$ cat src/rtl/cpu_ctrl_pkg.sv
// Shared definitions for the CPU control decoder.
//   - Strobe bit positions for the packed 23-bit one-hot strobe vector.
//   - ALU_target result-select codes.
//   - ctrl_t: the datapath control word, and CTRL_NOP (all controls inactive).
package cpu_ctrl_pkg;

    localparam int unsigned NUM_STROBES = 23;

    // Strobe positions inside the packed strobe vector.
    localparam int unsigned STB_MOV       = 0;
    localparam int unsigned STB_ADDI      = 1;
    localparam int unsigned STB_SUBI      = 2;
    localparam int unsigned STB_LHI       = 3;
    localparam int unsigned STB_LLI       = 4;
    localparam int unsigned STB_LDR       = 5;
    localparam int unsigned STB_STR       = 6;
    localparam int unsigned STB_ADD       = 7;
    localparam int unsigned STB_ADC       = 8;
    localparam int unsigned STB_SUB       = 9;
    localparam int unsigned STB_SBB       = 10;
    localparam int unsigned STB_CMP       = 11;
    localparam int unsigned STB_BCC       = 12;
    localparam int unsigned STB_BCS       = 13;
    localparam int unsigned STB_BNE       = 14;
    localparam int unsigned STB_BEQ       = 15;
    localparam int unsigned STB_BAL       = 16;
    localparam int unsigned STB_JMP       = 17;
    localparam int unsigned STB_JAL_LABEL = 18;
    localparam int unsigned STB_JAL_RM    = 19;
    localparam int unsigned STB_JR        = 20;
    localparam int unsigned STB_OUTR      = 21;
    localparam int unsigned STB_HLT       = 22;

    // ALU result-select codes.
    localparam logic [1:0] TGT_ARITH = 2'b00;
    localparam logic [1:0] TGT_PASSB = 2'b01;
    localparam logic [1:0] TGT_LHI   = 2'b10;
    localparam logic [1:0] TGT_LLI   = 2'b11;

    typedef struct packed {
        logic       rf_rt_addr;
        logic       rf_wr_en;
        logic       rf_wr_from;
        logic       imm5or8;
        logic       jal;
        logic       alu_b;
        logic       alu_op;
        logic       alu_psw;
        logic       memory_wr_en;
        logic [1:0] alu_target;
    } ctrl_t;

    localparam ctrl_t CTRL_NOP = '{
        rf_rt_addr:   1'b0,
        rf_wr_en:     1'b0,
        rf_wr_from:   1'b0,
        imm5or8:      1'b0,
        jal:          1'b0,
        alu_b:        1'b0,
        alu_op:       1'b0,
        alu_psw:      1'b0,
        memory_wr_en: 1'b0,
        alu_target:   TGT_ARITH
    };

endpackage

$ cat src/rtl/riscv_ctrl_lut.sv
// Combinational strobe-to-control lookup.
// Ports:
//   strobe_i     in  23  packed one-hot op strobes (bit positions from cpu_ctrl_pkg)
//   ctrl_o       out     decoded control word; CTRL_NOP unless exactly one strobe is high
//   onehot_err_o out  1  two or more strobes high
module riscv_ctrl_lut
    import cpu_ctrl_pkg::*;
(
    input  logic [NUM_STROBES-1:0] strobe_i,
    output ctrl_t                  ctrl_o,
    output logic                   onehot_err_o
);

    logic multi_hot;
    logic single_hot;

    // Clearing the lowest set bit leaves something only if a second bit was set.
    assign multi_hot    = |(strobe_i & (strobe_i - NUM_STROBES'(1)));
    assign single_hot   = (|strobe_i) && !multi_hot;
    assign onehot_err_o = multi_hot;

    always_comb begin
        ctrl_o = CTRL_NOP;
        if (single_hot) begin
            unique case (1'b1)
                strobe_i[STB_MOV]: begin
                    ctrl_o.rf_wr_en   = 1'b1;
                    ctrl_o.alu_target = TGT_PASSB;
                end
                strobe_i[STB_ADDI], strobe_i[STB_SUBI]: begin
                    ctrl_o.rf_wr_en = 1'b1;
                    ctrl_o.imm5or8  = 1'b1;
                    ctrl_o.alu_b    = 1'b1;
                    ctrl_o.alu_psw  = 1'b1;
                    ctrl_o.alu_op   = strobe_i[STB_SUBI];
                end
                strobe_i[STB_LHI], strobe_i[STB_LLI]: begin
                    ctrl_o.rf_wr_en   = 1'b1;
                    ctrl_o.imm5or8    = 1'b1;
                    ctrl_o.alu_b      = 1'b1;
                    ctrl_o.alu_target = strobe_i[STB_LLI] ? TGT_LLI : TGT_LHI;
                end
                strobe_i[STB_LDR]: begin
                    ctrl_o.rf_wr_en   = 1'b1;
                    ctrl_o.rf_wr_from = 1'b1;
                    ctrl_o.alu_b      = 1'b1;
                end
                strobe_i[STB_STR]: begin
                    ctrl_o.memory_wr_en = 1'b1;
                    ctrl_o.rf_rt_addr   = 1'b1;
                    ctrl_o.alu_b        = 1'b1;
                end
                strobe_i[STB_ADD], strobe_i[STB_ADC]: begin
                    ctrl_o.rf_wr_en = 1'b1;
                    ctrl_o.alu_psw  = 1'b1;
                end
                strobe_i[STB_SUB], strobe_i[STB_SBB]: begin
                    ctrl_o.rf_wr_en = 1'b1;
                    ctrl_o.alu_psw  = 1'b1;
                    ctrl_o.alu_op   = 1'b1;
                end
                strobe_i[STB_CMP]: begin
                    ctrl_o.alu_psw = 1'b1;
                    ctrl_o.alu_op  = 1'b1;
                end
                strobe_i[STB_BCC], strobe_i[STB_BCS], strobe_i[STB_BNE],
                strobe_i[STB_BEQ], strobe_i[STB_BAL]: begin
                    ctrl_o.imm5or8 = 1'b1;
                end
                strobe_i[STB_JAL_LABEL], strobe_i[STB_JAL_RM]: begin
                    ctrl_o.rf_wr_en = 1'b1;
                    ctrl_o.jal      = 1'b1;
                end
                // JMP, JR, OutR, HLT: control path is idle.
                default: ctrl_o = CTRL_NOP;
            endcase
        end
    end

endmodule

$ cat src/rtl/riscv_ctrl_decode.sv
// Main control decoder: registers the decoded control word one cycle after the strobes,
// tracks the sticky halt state and flags non-one-hot strobe vectors.
// Ports:
//   clk, rst_n                 clock and asynchronous active-low reset
//   MOV .. HLT                 one-hot op strobes from the instruction decoder
//   RF_rt_addr .. ALU_target   registered datapath controls
//   halted                     sticky halt status (cleared only by reset)
//   onehot_err                 previous cycle had two or more strobes high
module riscv_ctrl_decode
    import cpu_ctrl_pkg::*;
(
    input  logic       clk,
    input  logic       rst_n,
    input  logic       MOV,
    input  logic       ADDI,
    input  logic       SUBI,
    input  logic       LHI,
    input  logic       LLI,
    input  logic       LDR,
    input  logic       STR,
    input  logic       ADD,
    input  logic       ADC,
    input  logic       SUB,
    input  logic       SBB,
    input  logic       CMP,
    input  logic       BCC,
    input  logic       BCS,
    input  logic       BNE,
    input  logic       BEQ,
    input  logic       BAL,
    input  logic       JMP,
    input  logic       JAL_Label,
    input  logic       JAL_Rm,
    input  logic       JR,
    input  logic       OutR,
    input  logic       HLT,
    output logic       RF_rt_addr,
    output logic       RF_wr_en,
    output logic       RF_wr_from,
    output logic       Imm5or8,
    output logic       JAL,
    output logic       ALU_B,
    output logic       ALU_op,
    output logic       ALU_PSW,
    output logic       Memory_wr_en,
    output logic [1:0] ALU_target,
    output logic       halted,
    output logic       onehot_err
);

    logic [NUM_STROBES-1:0] strobe;
    ctrl_t                  lut_ctrl;
    logic                   lut_err;

    ctrl_t ctrl_d, ctrl_q;
    logic  halted_d, halted_q;
    logic  onehot_err_d, onehot_err_q;

    // Bit order matches the STB_* positions in cpu_ctrl_pkg.
    assign strobe = {HLT, OutR, JR, JAL_Rm, JAL_Label, JMP, BAL, BEQ, BNE, BCS, BCC, CMP,
                     SBB, SUB, ADC, ADD, STR, LDR, LLI, LHI, SUBI, ADDI, MOV};

    riscv_ctrl_lut u_lut (
        .strobe_i     (strobe),
        .ctrl_o       (lut_ctrl),
        .onehot_err_o (lut_err)
    );

    always_comb begin
        ctrl_d       = lut_ctrl;
        onehot_err_d = lut_err;
        halted_d     = halted_q;
        if (halted_q) begin
            // Halted: every strobe is ignored until reset.
            ctrl_d       = CTRL_NOP;
            onehot_err_d = 1'b0;
        end else if (!lut_err && strobe[STB_HLT]) begin
            halted_d = 1'b1;
        end
    end

    always_ff @(posedge clk or negedge rst_n) begin
        if (!rst_n) begin
            ctrl_q       <= CTRL_NOP;
            halted_q     <= 1'b0;
            onehot_err_q <= 1'b0;
        end else begin
            ctrl_q       <= ctrl_d;
            halted_q     <= halted_d;
            onehot_err_q <= onehot_err_d;
        end
    end

    assign RF_rt_addr   = ctrl_q.rf_rt_addr;
    assign RF_wr_en     = ctrl_q.rf_wr_en;
    assign RF_wr_from   = ctrl_q.rf_wr_from;
    assign Imm5or8      = ctrl_q.imm5or8;
    assign JAL          = ctrl_q.jal;
    assign ALU_B        = ctrl_q.alu_b;
    assign ALU_op       = ctrl_q.alu_op;
    assign ALU_PSW      = ctrl_q.alu_psw;
    assign Memory_wr_en = ctrl_q.memory_wr_en;
    assign ALU_target   = ctrl_q.alu_target;
    assign halted       = halted_q;
    assign onehot_err   = onehot_err_q;

endmodule

$ cat config.mk
export PLATFORM = sky130hd
export DESIGN_NAME = riscv_ctrl_decode
export DESIGN_NICKNAME = d
export VERILOG_FILES = /design/src/rtl/cpu_ctrl_pkg.sv /design/src/rtl/riscv_ctrl_lut.sv /design/src/rtl/riscv_ctrl_decode.sv
export SDC_FILE = /design/constraint.sdc
export NUM_CORES = 1
export LEC_CHECK = 0
export CAP_MARGIN = 20
export CORE_UTILIZATION = 40
export DETAILED_ROUTE_END_ITERATION = 10
export GPL_ROUTABILITY_DRIVEN = 0
export PLACE_DENSITY_LB_ADDON = 0.12
export SLEW_MARGIN = 20
export SYNTH_ARGS = -nofsm -noshare
export SYNTH_HDL_FRONTEND = slang
export SYNTH_SLANG_ARGS = --single-unit
$ cat constraint.sdc
create_clock -name clk -period 2.5 [get_ports clk]
set_input_delay 0.75 -clock clk [delete_from_list [all_inputs] [get_ports clk]]
set_output_delay 0.75 -clock clk [all_outputs]
set_load 0.02 [all_outputs]
==> results of run 1 <==
## sequential cells by signal, indices dropped and copies added, names as in the netlist
signal,flops
ALU_op,1
onehot_err,1
ALU_PSW,1
RF_wr_from,1
Memory_wr_en,1
halted,1
Imm5or8,1
JAL,1
ALU_target,2
ALU_B,1
RF_wr_en,1
## power by group through the flow
stage / registers [mW] / clock network [mW] / logic (mW)
finish: 0.194 / 0.160 / 0.164
global route: 0.194 / 0.174 / 0.169
CTS: 0.194 / 0.149 / 0.135
detailed placement: 0.198 / 0 / 0.130
global placement: 0.198 / 0 / 0.126
floorplan: 0.198 / 0 / 0.0280
## kinds of logic after synthesis
kind of cell    Yosys count  share of synthesized area, %
buf+inv                   3                          1.85
simple gates             48                          38.9
flops                    12                          36.9
compound gates           24                          22.3
## worst paths after layout
kind	start	endpoint	slack [ns]	depth (start not counted)
max in group asynchronous	rst_n	ALU_op$_DFF_PN0_	1.33	1
max	LDR	ALU_B$_DFF_PN0_	-0.13	8
min reg2reg	halted$_DFF_PN0_	ALU_target[1]$_DFF_PN0_	0.79	1
min	halted$_DFF_PN0_	ALU_target[1]$_DFF_PN0_	0.79	1
min in group asynchronous	rst_n	JAL$_DFF_PN0_	0.81	1
max reg2reg	halted$_DFF_PN0_	ALU_op$_DFF_PN0_	1.28	2
## synth_stat cells, drive strengths merged, types with 2 or more instances
| cell type | instances | share of area (%) |
|---|---|---|
| buf | 2 | 1.4 |
| o21ai | 5 | 3.1 |
| and4 | 3 | 3.5 |
| nand2 | 7 | 3.2 |
| dfrtp | 12 | 37 |
| o2111a | 2 | 2.8 |
| nor3 | 8 | 6.3 |
| nor2 | 12 | 5.5 |
| nor4 | 6 | 6.5 |
| a21oi | 6 | 3.7 |
| o22ai | 2 | 1.5 |
| nand3 | 3 | 2.5 |
| and4b | 2 | 3.4 |
## layout make-up
cell class                      count  area, um2  area share, %
Sequential cell                    12        300           17.4
Multi-Input combinational cell     72        646           37.4
Timing Repair Buffer               80        708           41.0
Clock buffer                        4       36.3           2.10
Tap cell                           25       31.3           1.81
Inverter                            1       3.75          0.218
## metrics by stage
step                utilization (%)  cell area, um2  hold WS [ns]  cells  setup TNS (ns)
global placement               80.1            1460         0.590    181           -3.86
detailed placement             80.1            1460         0.617    181           -4.62
CTS                            86.9            1580         0.687    190               0
finish                         94.8            1730         0.792    194          -0.378
global route                   94.8            1730         0.798    194           -2.87
floorplan                         -             813         0.454     87               0
## critical path, cell delays in order
cell and delay [ns]:
clkdlybuf4s15_1 0.22, nor4_4 0.37, nand3_2 0.18, buf_4 0.17, o21ai_0 0.28, buf_4 0.20, nand4b_4 0.20, a2111oi_4 0.41
## layer usage
| metal | track usage, % | share of wire (%) | up-vias |
|---|---|---|---|
| met5 | 0 | 0 | - |
| met4 | 25.7 | 7.8 | 0 |
| met3 | 5.77 | 12 | 51 |
| met2 | 61.7 | 45 | 160 |
| met1 | 37.9 | 35 | 580 |
| li1 | - | - | 509 |
## timing repair
action                     CTS  global route
resized for setup           15            37
setup buffers                5             4
setup endpoints to repair   11            12
pin swaps                    8            15
==> run_results.csv, run 1 <==
group,metric,value,unit
status,status,"complete, but fails checks",
status,violations,"setup timing",
power_and_ir_drop,power.switching,0.156,mW
power_and_ir_drop,p_total,0.518,mW
cells_and_area,n_antenna_cell,0,
routing,dr_total_vias,1300,
power_and_ir_drop,ir_drop,248,uV
clock_network,hold_buffers,0,
routing,viasPerCell,6.70,
sta,tightest_slew,0.553,ns
floorplan,fp.coreArea,1820,um2
routing,antenna_left,0,
synthesis,yosysSeqAreaShare,36.9,%
clock_network,clock_latency,0.27,ns
min_path,hp-class,"reg -> reg",
global_routing,grtUsageTotal,35.2,%
global_routing,grt_pass1_vias,1175,
flow_run,maxCapViolations,0,
sta,setup_viol,7,
floorplan,die_h,47.1,um
synthesis,yosys_register_bits,12,
clock_network,clock-root-buffer,"clkbuf_4",
sta,post-route-min-period,2.63,ns
cells_and_area,layout_common_cells,"buf_4, clkdlybuf4s50_1, dfrtp_1, nor2_1, dlymetal6s2s_1",
synthesis,syn_avg_cell_area,9.35,um2
worst_setup_path,startpoint_type,"input pin",
routing,drt-initial-drc-count,125,
synthesis,netlist_instances,87,
placed_design,dp_slack,-0.479,ns
clock_network,clock-sinks,12,
cells_and_area,nFillCells,48,
synthesis,syn_nets,112,
placed_design,place_hpwl,2250,um
power_and_ir_drop,power_frac_comb,31.8,%
sta,finalHoldViolCount,0,
sta,fin_ws,-0.133,ns
power_and_ir_drop,p_leak,0.796,nW
clock_network,cts-buffers-inserted,3,
clock_network,path_clk_slew,0.09,ns
clock_network,htreeDepth,1,
sta,fin_crit_sh,105,%
routing,drtPass1Iterations,6,
global_routing,antenna_found_initial,0,
worst_setup_path,critical_path_arrival,2.78,ns
floorplan,start_util,44.7,%
cells_and_area,post_route_cells_drive_above_1_share,47.9,%
sta,clock_skew,0.00937,ns
sta,maxSlewViolCount,0,
global_routing,overflow,0,
sta,clock.fmax,380,MHz
power_and_ir_drop,power_frac_seq,37.4,%
worst_setup_path,critPathCaptureType,"flop",
synthesis,ys_dominant_reg_cell,"dfrtp_1",
worst_setup_path,path_class,"in -> reg",
routing,routedWlPerCell,24.1,um
synthesis,synth_edf_count,0,
floorplan,die_w,47.1,um
global_routing,grt_pass1_wl,5260,um
sta,slew_headroom,62.8,%
synthesis,synth.distinct_cells,35,
cells_and_area,area_growth,112,%
synthesis,syn-cell-area,813,um2
worst_setup_path,crit_required,2.65,ns
clock_network,tritoncts,"built",
routing,totalWireLength,4680,um
floorplan,rows,15,
worst_setup_path,cp_max_fo,6,
synthesis,ys_async_sr_fraction,100,%
power_and_ir_drop,swShare,30.1,%
floorplan,die-area,2220,um2
placed_design,portBuffers,37,
cells_and_area,final_common_cell,"buf_4",
power_and_ir_drop,power_density,300,nW/um2
floorplan,io_pins,38,
global_routing,grt_max_degree,13,
routing,drc_errors,0,
cells_and_area,fin_nets,195,
clock_network,clk_path_buf_depth,2,
power_and_ir_drop,power.internal,0.362,mW
power_and_ir_drop,clockPowerShare,30.8,%
synthesis,yosysWarnings,0,
(Power assumes the default switching activity.)
==> inputs of run 2 (changes only) <==
- RECOVER_POWER: unset -> 50
==> run 2 against run 1 <==
  * The flow still finishes with violations (setup timing)
  * Largest cell class unchanged
  * Cell count is the same
  * Sequential power is essentially flat
  * Routed wire length grew 0.32%
  * Global-route usage is the same
  * Clock power is essentially flat
  * Critical path depth is the same
  * First-iteration DRC count is the same
  * Register-to-register slack is essentially flat
  * Sequential share of layout area is the same
  * Non-clock buffer count is the same
==> run_results.csv, run 2 (synthesized netlist as in run 1, its figures left out) <==
group,metric,value,unit
worst_setup_path,timing.rr.start,"halted$_DFF_PN0_",
flow_run,maxCapViolations,0,
floorplan,die_w,47.1,um
global_routing,grt_pass1_vias,1175,
clock_network,path_clk_slew,0.09,ns
cells_and_area,final_common_cell,"buf_4",
power_and_ir_drop,ir_drop,247,uV
cells_and_area,area_growth,112,%
sta,setup_tns,-0.241,ns
clock_network,htreeDepth,1,
global_routing,overflow,0,
clock_network,clk_path_buf_depth,2,
worst_setup_path,path_class,"in -> reg",
status,violations,"setup timing",
clock_network,hold_buffers,0,
worst_setup_path,cp_max_fo,6,
cells_and_area,fin_util,94.8,%
sta,post-route-min-period,2.61,ns
clock_network,tritoncts,"built",
placed_design,portBuffers,37,
cells_and_area,post_route_cells_drive_above_1_share,47.9,%
worst_setup_path,critical_path_arrival,2.77,ns
clock_network,clock_latency,0.28,ns
routing,totalWireLength,4700,um
routing,drc_errors,0,
sta,tightest_slew,0.542,ns
routing,routedWlPerCell,24.2,um
floorplan,die-area,2220,um2
worst_setup_path,crit_required,2.65,ns
global_routing,grt_max_degree,13,
min_path,hp-class,"reg -> reg",
floorplan,start_util,44.7,%
status,status,"complete, but fails checks",
global_routing,antenna_found_initial,0,
worst_setup_path,startpoint,"LDR",
routing,drt-initial-drc-count,125,
cells_and_area,largest_reg_flops,2,
sta,finalHoldViolCount,0,
routing,drtPass1Iterations,5,
sta,clock.fmax,382,MHz
cells_and_area,layout_common_cells,"buf_4, clkdlybuf4s50_1, dfrtp_1, nor2_1, dlymetal6s2s_1",
sta,fin_crit_sh,105,%
clock_network,cts-buffers-inserted,3,
floorplan,rows,15,
cells_and_area,n_antenna_cell,0,
sta,setup_viol,6,
sta,fin_ws,-0.114,ns
worst_setup_path,rrSetupSlack,1.27,ns
power_and_ir_drop,p_leak,0.814,nW
floorplan,io_pins,38,
clock_network,clock-sinks,12,
routing,antenna_left,0,
clock_network,clock-root-buffer,"clkbuf_4",
sta,slew_headroom,63.5,%
cells_and_area,fin_nets,195,
min_path,min_from,"halted$_DFF_PN0_",
routing,dr_total_vias,1317,
sta,maxSlewViolCount,0,
sta,holdWs,0.787,ns
routing,viasPerCell,6.79,
floorplan,die_h,47.1,um
placed_design,place_hpwl,2250,um
floorplan,fp.coreArea,1820,um2
worst_setup_path,startpoint_type,"input pin",
worst_setup_path,critPathCaptureType,"flop",
global_routing,grt_pass1_wl,5260,um
global_routing,grtUsageTotal,35.2,%
power_and_ir_drop,power_density,301,nW/um2
sta,clock_skew,0.0117,ns
==> run 2: cell count changes in the layout (fill, tap and decap cells not counted) <==
| cell | previous run | this run |
|---|---|---|
| dlygate4sd3_1 | 0 | 6 |
| clkdlybuf4s50_1 | 21 | 15 |
==> run 2: timing repair <==
action / in CTS / in global routing
buffers inserted: 5 / 4
pin swaps: 8 / 15
endpoints found under the setup margin: 11 / 12
cloned: 0 / 0
resized for setup: 15 / 37
==> run 2: routing by layer <==
metal | global-route usage [%] | vias up | wire length, um
met5 | 0 | - | 0
met4 | 25.7 | 0 | 374
met3 | 5.77 | 57 | 612
met2 | 61.7 | 169 | 2100
met1 | 37.9 | 582 | 1600
li1 | - | 509 | -
==> run 2: area by class of cell <==
cell class / instances / area [um2]
Timing Repair Buffer: 80 / 708
Multi-Input combinational cell: 72 / 646
Sequential cell: 12 / 300
Fill cell: 48 / 95.1
Clock buffer: 4 / 36.3
Tap cell: 25 / 31.3
Inverter: 1 / 3.75
==> run 2: where the power goes <==
group | internal (mW) | switching [mW]
Sequential | 0.194 | 0
Clock | 0.0884 | 0.0726
Combinational | 0.0797 | 0.0851
Total | 0.362 | 0.158
==> run 2: worst paths after layout <==
kind,end,depth (start not counted)
max in group asynchronous,ALU_PSW$_DFF_PN0_,1
hold / removal,ALU_target[1]$_DFF_PN0_,1
min in group asynchronous,JAL$_DFF_PN0_,1
setup / recovery,ALU_B$_DFF_PN0_,8
hold reg to reg,ALU_target[1]$_DFF_PN0_,1
setup reg to reg,RF_wr_en$_DFF_PN0_,2
==> run 2: metrics by stage <==
step / std cells / power, mW / instance area, um2 / setup slack [ns]
floorplan: 87 / 0.226 / 813 / 0.183
global placement: 181 / 0.324 / 1460 / -0.379
detailed placement: 181 / 0.328 / 1460 / -0.479
CTS: 190 / 0.478 / 1580 / 0.00387
global route: 194 / 0.537 / 1730 / -0.315
finish: 194 / 0.520 / 1730 / -0.114
==> run 2: critical path, cell delays in order <==
cell and delay [ns]:
clkdlybuf4s15_1 0.22, nor4_4 0.37, nand3_2 0.19, buf_4 0.17
o21ai_0 0.27, buf_4 0.20, nand4b_4 0.19, a2111oi_4 0.40
